<file path="src/rtl/fan_pwm_capture_if.sv">
// Bundles the PWM pin and the measurement results of fan_pwm_capture.
// Ports: pwm_in (raw pin), period/high_time (cycles), duty (0..127),
//        level (one-hot step), valid (update pulse), stuck, busy.
// master = the capture block, slave = the consumer / pin driver.
interface fan_pwm_capture_if #(
   parameter int CNT_W = 27
);
   logic             pwm_in;
   logic [CNT_W-1:0] period;
   logic [CNT_W-1:0] high_time;
   logic [6:0]       duty;
   logic [2:0]       level;
   logic             valid;
   logic             stuck;
   logic             busy;

   modport master (
      input  pwm_in,
      output period, high_time, duty, level, valid, stuck, busy
   );

   modport slave (
      output pwm_in,
      input  period, high_time, duty, level, valid, stuck, busy
   );
endinterface

</file>
<file path="src/rtl/fan_pwm_capture.sv">
// Purpose: measures period/high time of an incoming PWM pin, converts to a 7-bit duty + one-hot step, flags a stuck pin.
// Latency: results and a one-cycle valid appear 8 cycles after the rise pulse that closes a period.
// Backpressure: none; results are overwritten each period, periods closing while dividing are dropped.
// Ports: clk, reset_p (sync, active-high), bus (fan_pwm_capture_if.master).
module fan_pwm_capture #(
   parameter int SYS_CLK_FREQ   = 100_000_000,
   parameter int CNT_W          = 27,
   parameter int TIMEOUT_CYCLES = 10_000_000,
   parameter int MIN_PERIOD     = 16
) (
   input  logic               clk,
   input  logic               reset_p,
   fan_pwm_capture_if.master  bus
);

   if (SYS_CLK_FREQ <= 0) begin : g_bad_clk_freq
      $error("SYS_CLK_FREQ must be positive");
   end

   localparam logic [CNT_W-1:0] TMO  = CNT_W'(TIMEOUT_CYCLES);
   localparam logic [CNT_W-1:0] MINP = CNT_W'(MIN_PERIOD);

   typedef enum logic [1:0] {IDLE, MEASURE, DIVIDE} state_t;

   state_t           state, state_nxt;
   logic             sync1, sync2, sync3;
   logic             rise, fall;
   logic [CNT_W-1:0] pcnt, hcnt;
   logic             fall_seen;
   logic [CNT_W-1:0] div_p, h_lat, rem;
   logic [6:0]       quo;
   logic [2:0]       iter;
   logic             launch, tmo_fire, div_done, tmo_hit;

   logic [CNT_W-1:0] period_r, high_r;
   logic [6:0]       duty_r;
   logic [2:0]       level_r;
   logic             valid_r, stuck_r;

   // Divider step. Dividend H*2^7 is never materialised: since H<P the
   // remainder stays below P, so shifting the remainder left once per
   // quotient bit is equivalent to the full-width restoring divider.
   logic [CNT_W:0]   rem_sh, rem_sub;
   logic             ge;
   logic [CNT_W-1:0] rem_nxt;
   logic [6:0]       quo_nxt;

   assign rise = sync2 & ~sync3;
   assign fall = ~sync2 & sync3;

   always_comb begin
      rem_sh  = {rem, 1'b0};
      rem_sub = rem_sh - {1'b0, div_p};
      ge      = ~rem_sub[CNT_W];         // non-negative difference: quotient bit is 1
      rem_nxt = ge ? rem_sub[CNT_W-1:0] : rem_sh[CNT_W-1:0];
      quo_nxt = {quo[5:0], ge};
   end

   function automatic logic [2:0] step_of(input logic [6:0] d);
      if (d < 7'd21)       return 3'b000;
      else if (d < 7'd63)  return 3'b001;
      else if (d < 7'd106) return 3'b010;
      else                 return 3'b100;
   endfunction

   // Timeout fires once: stuck blocks refiring while pcnt sits saturated.
   assign tmo_hit = (pcnt == TMO) && !stuck_r;

   always_ff @(posedge clk) begin
      if (reset_p) state <= IDLE;
      else         state <= state_nxt;
   end

   always_comb begin
      state_nxt = state;
      launch    = 1'b0;
      tmo_fire  = 1'b0;
      div_done  = 1'b0;
      case (state)
         IDLE: begin
            if (rise)         state_nxt = MEASURE;
            else if (tmo_hit) tmo_fire  = 1'b1;
         end
         MEASURE: begin
            if (rise) begin
               if (fall_seen && pcnt >= MINP) begin
                  launch    = 1'b1;
                  state_nxt = DIVIDE;
               end
            end else if (tmo_hit) begin
               tmo_fire  = 1'b1;
               state_nxt = IDLE;
            end
         end
         DIVIDE: begin
            if (iter == 3'd6) begin
               div_done  = 1'b1;
               state_nxt = MEASURE;
            end
         end
         default: state_nxt = IDLE;
      endcase
   end

   always_ff @(posedge clk) begin
      if (reset_p) begin
         sync1     <= 1'b0;
         sync2     <= 1'b0;
         sync3     <= 1'b0;
         pcnt      <= '0;
         hcnt      <= '0;
         fall_seen <= 1'b0;
         div_p     <= '0;
         h_lat     <= '0;
         rem       <= '0;
         quo       <= '0;
         iter      <= '0;
         period_r  <= '0;
         high_r    <= '0;
         duty_r    <= '0;
         level_r   <= '0;
         valid_r   <= 1'b0;
         stuck_r   <= 1'b0;
      end else begin
         sync1 <= bus.pwm_in;
         sync2 <= sync1;
         sync3 <= sync2;

         // Counters restart on every rise, in every state.
         if (rise) begin
            pcnt      <= CNT_W'(1);
            hcnt      <= CNT_W'(1);
            fall_seen <= 1'b0;
         end else begin
            if (pcnt != TMO)          pcnt <= pcnt + 1'b1;
            if (sync2 && hcnt != TMO) hcnt <= hcnt + 1'b1;
            if (fall)                 fall_seen <= 1'b1;
         end

         valid_r <= 1'b0;

         if (launch) begin
            div_p <= pcnt;
            h_lat <= hcnt;
            rem   <= hcnt;
            quo   <= '0;
            iter  <= '0;
         end

         if (state == DIVIDE) begin
            rem  <= rem_nxt;
            quo  <= quo_nxt;
            iter <= iter + 3'd1;
         end

         if (div_done) begin
            period_r <= div_p;
            high_r   <= h_lat;
            duty_r   <= quo_nxt;
            level_r  <= step_of(quo_nxt);
            valid_r  <= 1'b1;
         end

         if (tmo_fire) begin
            stuck_r  <= 1'b1;
            period_r <= '0;
            high_r   <= '0;
            duty_r   <= sync2 ? 7'd127 : 7'd0;
            level_r  <= sync2 ? 3'b100 : 3'b000;
            valid_r  <= 1'b1;
         end

         if (state == IDLE && rise) stuck_r <= 1'b0;
      end
   end

   assign bus.period    = period_r;
   assign bus.high_time = high_r;
   assign bus.duty      = duty_r;
   assign bus.level     = level_r;
   assign bus.valid     = valid_r;
   assign bus.stuck     = stuck_r;
   assign bus.busy      = (state == DIVIDE);

endmodule
</file>
<file path="src/flat_wrapper.sv">
// flat-port wrapper written by rule: the top's interface ports become plain ports
module fan_pwm_capture_flat 
#(
   parameter int SYS_CLK_FREQ   = 100_000_000,
   parameter int CNT_W          = 27,
   parameter int TIMEOUT_CYCLES = 10_000_000,
   parameter int MIN_PERIOD     = 16
)
  (clk, reset_p, bus_pwm_in, bus_period, bus_high_time, bus_duty, bus_level, bus_valid, bus_stuck, bus_busy);
  fan_pwm_capture_if #(.CNT_W(CNT_W)) bus_i ();
  input  logic clk;
  input  logic reset_p;
  input wire logic [$bits(bus_i.pwm_in)-1:0] bus_pwm_in;
  output wire logic [$bits(bus_i.period)-1:0] bus_period;
  output wire logic [$bits(bus_i.high_time)-1:0] bus_high_time;
  output wire logic [$bits(bus_i.duty)-1:0] bus_duty;
  output wire logic [$bits(bus_i.level)-1:0] bus_level;
  output wire logic [$bits(bus_i.valid)-1:0] bus_valid;
  output wire logic [$bits(bus_i.stuck)-1:0] bus_stuck;
  output wire logic [$bits(bus_i.busy)-1:0] bus_busy;
  assign bus_i.pwm_in = bus_pwm_in;
  assign bus_period = bus_i.period;
  assign bus_high_time = bus_i.high_time;
  assign bus_duty = bus_i.duty;
  assign bus_level = bus_i.level;
  assign bus_valid = bus_i.valid;
  assign bus_stuck = bus_i.stuck;
  assign bus_busy = bus_i.busy;
  fan_pwm_capture #(.SYS_CLK_FREQ(SYS_CLK_FREQ), .CNT_W(CNT_W), .TIMEOUT_CYCLES(TIMEOUT_CYCLES), .MIN_PERIOD(MIN_PERIOD)) u_core (.clk(clk), .reset_p(reset_p), .bus(bus_i));
endmodule
</file>
<file path="config.mk">
export PLATFORM = sky130hd
export DESIGN_NAME = fan_pwm_capture_flat
export DESIGN_NICKNAME = d
export VERILOG_FILES = /design/src/rtl/fan_pwm_capture_if.sv /design/src/rtl/fan_pwm_capture.sv /design/src/flat_wrapper.sv
export SDC_FILE = /design/constraint.sdc
export NUM_CORES = 1
export LEC_CHECK = 0
export CAP_MARGIN = 20
export CORE_ASPECT_RATIO = 0.5
export CORE_MARGIN = 2
export CORE_UTILIZATION = 45
export DETAILED_ROUTE_END_ITERATION = 12
export PLACE_DENSITY = 0.62
export SYNTH_ARGS = -nofsm -noshare
export SYNTH_HDL_FRONTEND = slang
export SYNTH_SLANG_ARGS = --single-unit
</file>
<file path="constraint.sdc">
create_clock -name clk -period 3.4 [get_ports clk]
set_input_delay 1.02 -clock clk [delete_from_list [all_inputs] [get_ports clk]]
set_output_delay 1.02 -clock clk [all_outputs]
set_load 0.05 [all_outputs]
</file>
# Word level (Yosys, flattened, before mapping)
# Index checks and enable logic that the tools add are counted.
# classes
add_sub_neg	4
mul	0
div_mod_pow	0
order_cmp	4
eq_ne	10
n_shift	0
mux	36
bitwise_logic	5
n_reduce_logical	15
# ops
op	count
2-to-1 mux 27 bit	3
adder 27 x 1 -> 27 bit (second input constant)	2
!= test 27 x 24 -> 1 bit (second input constant)	2
subtractor 28 x 27 -> 28 bit	1
equality test 27 x 24 -> 1 bit (second input constant)	1
>= comparator 27 x 5 -> 1 bit (second input constant)	1
2-to-1 mux 3 bit	8
2-to-1 mux 7 bit	3
2-to-1 mux 1 bit	14
2-to-1 mux 6 bit	2
2-to-1 mux 2 bit	5
nonzero test 2 bit	4
OR reduction 2 bit	4
less-than comparator 7 x 5 -> 1 bit (second input constant)	1
less-than comparator 7 x 6 -> 1 bit (second input constant)	1
less-than comparator 7 bit (second input constant)	1
case mux 2 bit (3 select lines)	1
logical AND 1 bit	4
!= test 2 x 1 -> 1 bit (second input constant)	2
AND reduction 4 bit	1
adder 3 x 1 -> 3 bit (second input constant)	1
equality test 3 bit (second input constant)	1
!= test 3 x 1 -> 1 bit (second input constant)	1
!= test 3 bit (second input constant)	1
6 further kinds	9
# totals
register_bits	216
latch_bits	0
ramBits	0
romBits	0
out_inout_bits	67
word_cells	94
memories	0

# Logic depth before layout (Yosys ltp)
# depth
ltp_word	8
mapped_depth	13

# Least setup slack after synthesis
# Ideal clock, no wire load.
# synth_path
path_type	reg2reg
from	reg u_core.div_p[4]
to	reg u_core.rem[25]
arrival_time_ns	2.481
slack_ns	0.755
path_stages_with_launch	13
path_buffers	2
synth_period_minus_slack_ns	2.645
cell_sequence	dfxtp_1 inv_1 ha_1 a21oi_1 a21boi_1 o311ai_2 and3_1 a31oi_1 or2_2 buf_4 buf_2 o31ai_1 a31oi_1
# synth_between
elab_chain_cells	3
# synth_rtl
element	line	source
from (decl)	fan_pwm_capture.sv:30	logic [CNT_W-1:0] div_p, h_lat, rem;
from (signal assigned)	fan_pwm_capture.sv:143	div_p <= pcnt;
subtractor 28 x 27 -> 28 bit	fan_pwm_capture.sv:53	rem_sub = rem_sh - {1'b0, div_p};
2-to-1 mux 27 bit	fan_pwm_capture.sv:55	rem_nxt = ge ? rem_sub[CNT_W-1:0] : rem_sh[CNT_W-1:0];
2-to-1 mux 27 bit	fan_pwm_capture.sv:150	if (state == DIVIDE) begin
to (signal assigned)	fan_pwm_capture.sv:145	rem <= hcnt;
to (signal assigned)	fan_pwm_capture.sv:151	rem <= rem_nxt;
to (decl)	fan_pwm_capture.sv:30	
# No other way between the ends.
# A chain may end at the register's enable or synchronous reset.

# Worst setup path in the final report
# layout_path
from	reg u_core.div_p[13]
to	reg u_core.rem[17]
# The elaborated chain is that of the path after synthesis.

==> summary.md <==
| Metric | Value |
|---|---|
| Pwr dens | about 430 mW/mm^2 |
| Area share of the leading cell type in the synthesized netlist | a little over two fifths |
| Setup Buffers After CTS | 0 |
| Worst Hold Endpoint | u_core.sync2 |
| Syn Inst Count | between 1000 and 1500 |
| Critical path fanouts, max | 12 |
| Total number of vias | between 9000 and 10000 |
| # DRC | 0 |
| Maximum VDD drop | 0.259 mV |
| Core Area | 0.0219 mm^2 |
| Highest clock rate | 318 MHz |
| Reg2reg setup slack | 0.25 ns |
| Die area | 0.0239 mm^2 |
| Max Used Layer | met4 |
| Ratio of final minimum period to clock period | between 90 and 100% |
| Async SR Flop Fraction | 0% |
| Ys Warns | 0 |
| Synth top cells by count | nand2_1 (301), dfxtp_1 (216), a21oi_1 (167) |
| Slowest-stage cell, CP | ha_1 |
| CTS HTree Levels | 1 |
| Netlist cell types | between 60 and 70 |
| IO buf count | 69 |
| N_diodes | 0 |
| Most used DFF post-synth | dfxtp_1 |
| #FFs+latches synth | 216 |
| CP cell instances | inv_1, ha_1, a21o_1, o211ai_1, o2bb2ai_1, a311o_1, a31oi_1, or2_2, buf_4, mux2i_1, o22ai_1 |
| Layout Utilization | 54.4% |
| Fin nets | 1382 |
| Startpoint Class | flop |
| DR pass1 iterations | 5 |
| Root buf cell | clkbuf_16 |
| Clk buf depth | 3 |
| Worst min-delay path class | flop to flop |
| Maxcap violations | 0 |
| WS Path Type | flop to flop |
| Kind of end point of the critical path | flop |
| Final HPWL DP | 20800 um |
| Hold depth | 1 |
| Pin count of the biggest net entering global routing | 103 |
| GP Congestion | 0.906 |
| Skew-Pair Late Insertion Delay | 0.51 ns |
| Worst EP arrival | about 3.5 ns |
| Clock-pin slew on the worst setup and hold paths | 0.07 ns |
| Static leakage | about 4.3 nW |
| Max incr delay on CP | 0.44 ns |
| Setup violations, final | 0 |
| EDFF count, synth | 0 |
| CTS tree | built |
| Reg2Reg Depth | 11 |
| Die H | 110 um |
| DR iter-0 viols | between 700 and 800 |
| Hold Fails Final Rpt | 0 |
| Vias per cell | 5.52 |
| Effective utilization at floorplan | 46.5% |
| Sequential element share of the synthesized area | 42.5% |
| Min-Delay Startpoint | u_core.sync1 |
| Family with the most delay on the worst path | compound AO/OA/AOI/OAI gates |
| Io pins | 70 |
| Synthesized area | 0.0102 mm^2 |
| Post-route antenna net violation count | 0 |
| Syn_area_per_cell | 7.83 um^2 |
| Post-Syn Nets | 1336 |
| Remaining global-route overflow | 0 |
| RSZ-0062 raised after global routing | no |
| Yosys top cell by area | dfxtp_1 |
| Vias in the first global route | 8200 |
| Pins Over Slew Limit | 0 |
| Total routed wirelength | 28300 um |
| Worst-Margin Slew | 1.10 ns |
| CTS sink cnt | approximately 220 |
| Wire per inst | 17.1 um |
| Hold Buf Count CTS | 0 |
| Num CTS Buffers | 20 |
| Fin crit period | 3.15 ns |
| Most common cell in the netlist | nand2_1 |
| Reg2reg start | u_core.div_p[13] |
| First-pass GRT wire length | roughly 45000 um |
| Worst Path Buf+Inv | 2 |
| GRT Total Usage | 23.9% |
| Die width | 217 um |
| Total negative slack | 0 ns |
| Met3 wire len | 2080 um |
| Reg2reg end | u_core.rem[17] |
| Clock Skews | 0.00840 ns |
| Synth area leaders | dfxtp_1 (42%), nand2_1 (11%), a21oi_1 (8.2%), ha_1 (3.9%), nor2_1 (3.4%) |
| WL met1 | 14800 um |
| Layout cells sized above 1 | 5.59% |
| Row cnt | 38 |
| Slew HR | 26.6% |
| WP data required | 3.75 ns |
| Layout area overhead | 17.1% |
| Post-CTS Resized | 0 |
| Status | finished, final reports clean |
| Initial antenna violation count | 1 |
| Met2 wire length | 11200 um |
-- cell usage in the layout, fill, tap and decap left out, types with 13 or more instances in the layout --
cell / count
or3_1: 14
o22ai_1: 13
o21ai_0: 33
nand2_1: 301
clkdlybuf4s50_1: 67
nor2_1: 89
ha_1: 32
xor2_1: 30
clkbuf_16: 21
a31oi_1: 21
xnor2_1: 28
inv_1: 48
a21boi_0: 19
buf_4: 22
mux2i_1: 14
dfxtp_1: 216
nand3_1: 43
a21oi_1: 167
-- final cells by class --
| cell class | count | area, um^2 |
|---|---|---|
| clock buffers | 25 | 561 |
| clock inverters | 11 | 159 |
| fillers | 2129 | 10000 |
| inverters | 48 | 180 |
| multi-input cells | 966 | 5390 |
| flip-flops and latches | 216 | 4320 |
| well taps | 300 | 375 |
| repair buffers | 94 | 936 |
-- power breakdown --
group / total [mW] / leakage (nW) / internal [mW] / switching [mW]
logic: 0.0830 / 2.18 / 0.0224 / 0.0605
registers: 2.54 / 1.74 / 2.53 / 0.00821
clock network: 2.50 / 0.360 / 1.48 / 1.02
total: 5.13 / 4.28 / 4.04 / 1.09
-- per-stage QoR --
| step | total power [mW] | instance area, um^2 | hold slack (ns) | setup WS [ns] | std cells |
|---|---|---|---|---|---|
| after floorplan | 2.66 | 10200 | 0.414 | 0.755 | 1300 |
| after global routing | 5.29 | 11900 | 0.471 | 0.0887 | 1660 |
| final | 5.13 | 11900 | 0.454 | 0.252 | 1660 |
| after CTS | 5.18 | 11900 | 0.455 | 0.324 | 1660 |
| after global placement | 2.68 | 11200 | 0.434 | 0.385 | 1624 |
| after detailed placement | 2.68 | 11200 | 0.440 | 0.342 | 1624 |
-- worst max-delay path by stage --
stage | slack [ns] | end | from | cells past startpoint
global route | 0.09 | u_core.rem[17] | u_core.div_p[13] | 11
global placement | 0.39 | u_core.rem[26] | u_core.div_p[13] | 11
finish | 0.25 | u_core.rem[17] | u_core.div_p[13] | 11
detailed placement | 0.34 | u_core.rem[26] | u_core.div_p[13] | 11
CTS | 0.32 | u_core.rem[26] | u_core.div_p[13] | 11
floorplan | 0.75 | u_core.rem[25] | u_core.div_p[4] | 12
-- flip-flops by register name, summed over array words and instances (netlist names) --
| name | cells |
|---|---|
| u_core.div_p | 27 |
| u_core.quo | 6 |
| u_core.hcnt | 27 |
| u_core.state | 2 |
| u_core.bus.level | 3 |
| u_core.fall_seen | 1 |
| u_core.bus.high_time | 27 |
| u_core.sync2 | 1 |
| u_core.bus.period | 27 |
| u_core.rem | 27 |
| u_core.h_lat | 27 |
| u_core.pcnt | 27 |
| u_core.sync3 | 1 |
| u_core.bus.valid | 1 |
| u_core.iter | 3 |
| u_core.bus.stuck | 1 |
| u_core.bus.duty | 7 |
| u_core.sync1 | 1 |
-- cell families (layout without fill, tap and decap cells) --
kind of cell	after synthesis	count (layout)	synth area share, %
muxes	15	15	1.49
adders and majority gates	33	33	4.13
AOI/OAI and AO/OA	318	318	18.5
xor gates and xnor gates	58	58	4.99
buffers and inverters	118	178	4.86
DFF	216	216	42.5
and+or+nand+nor	542	542	23.5
-- layer usage --
layer	vias up	track usage, %
li1	4556	-
met1	4308	37.8
met2	288	33.7
met3	18	3.87
met4	0	4.01
met5	-	0
(Power assumes the default switching activity.)
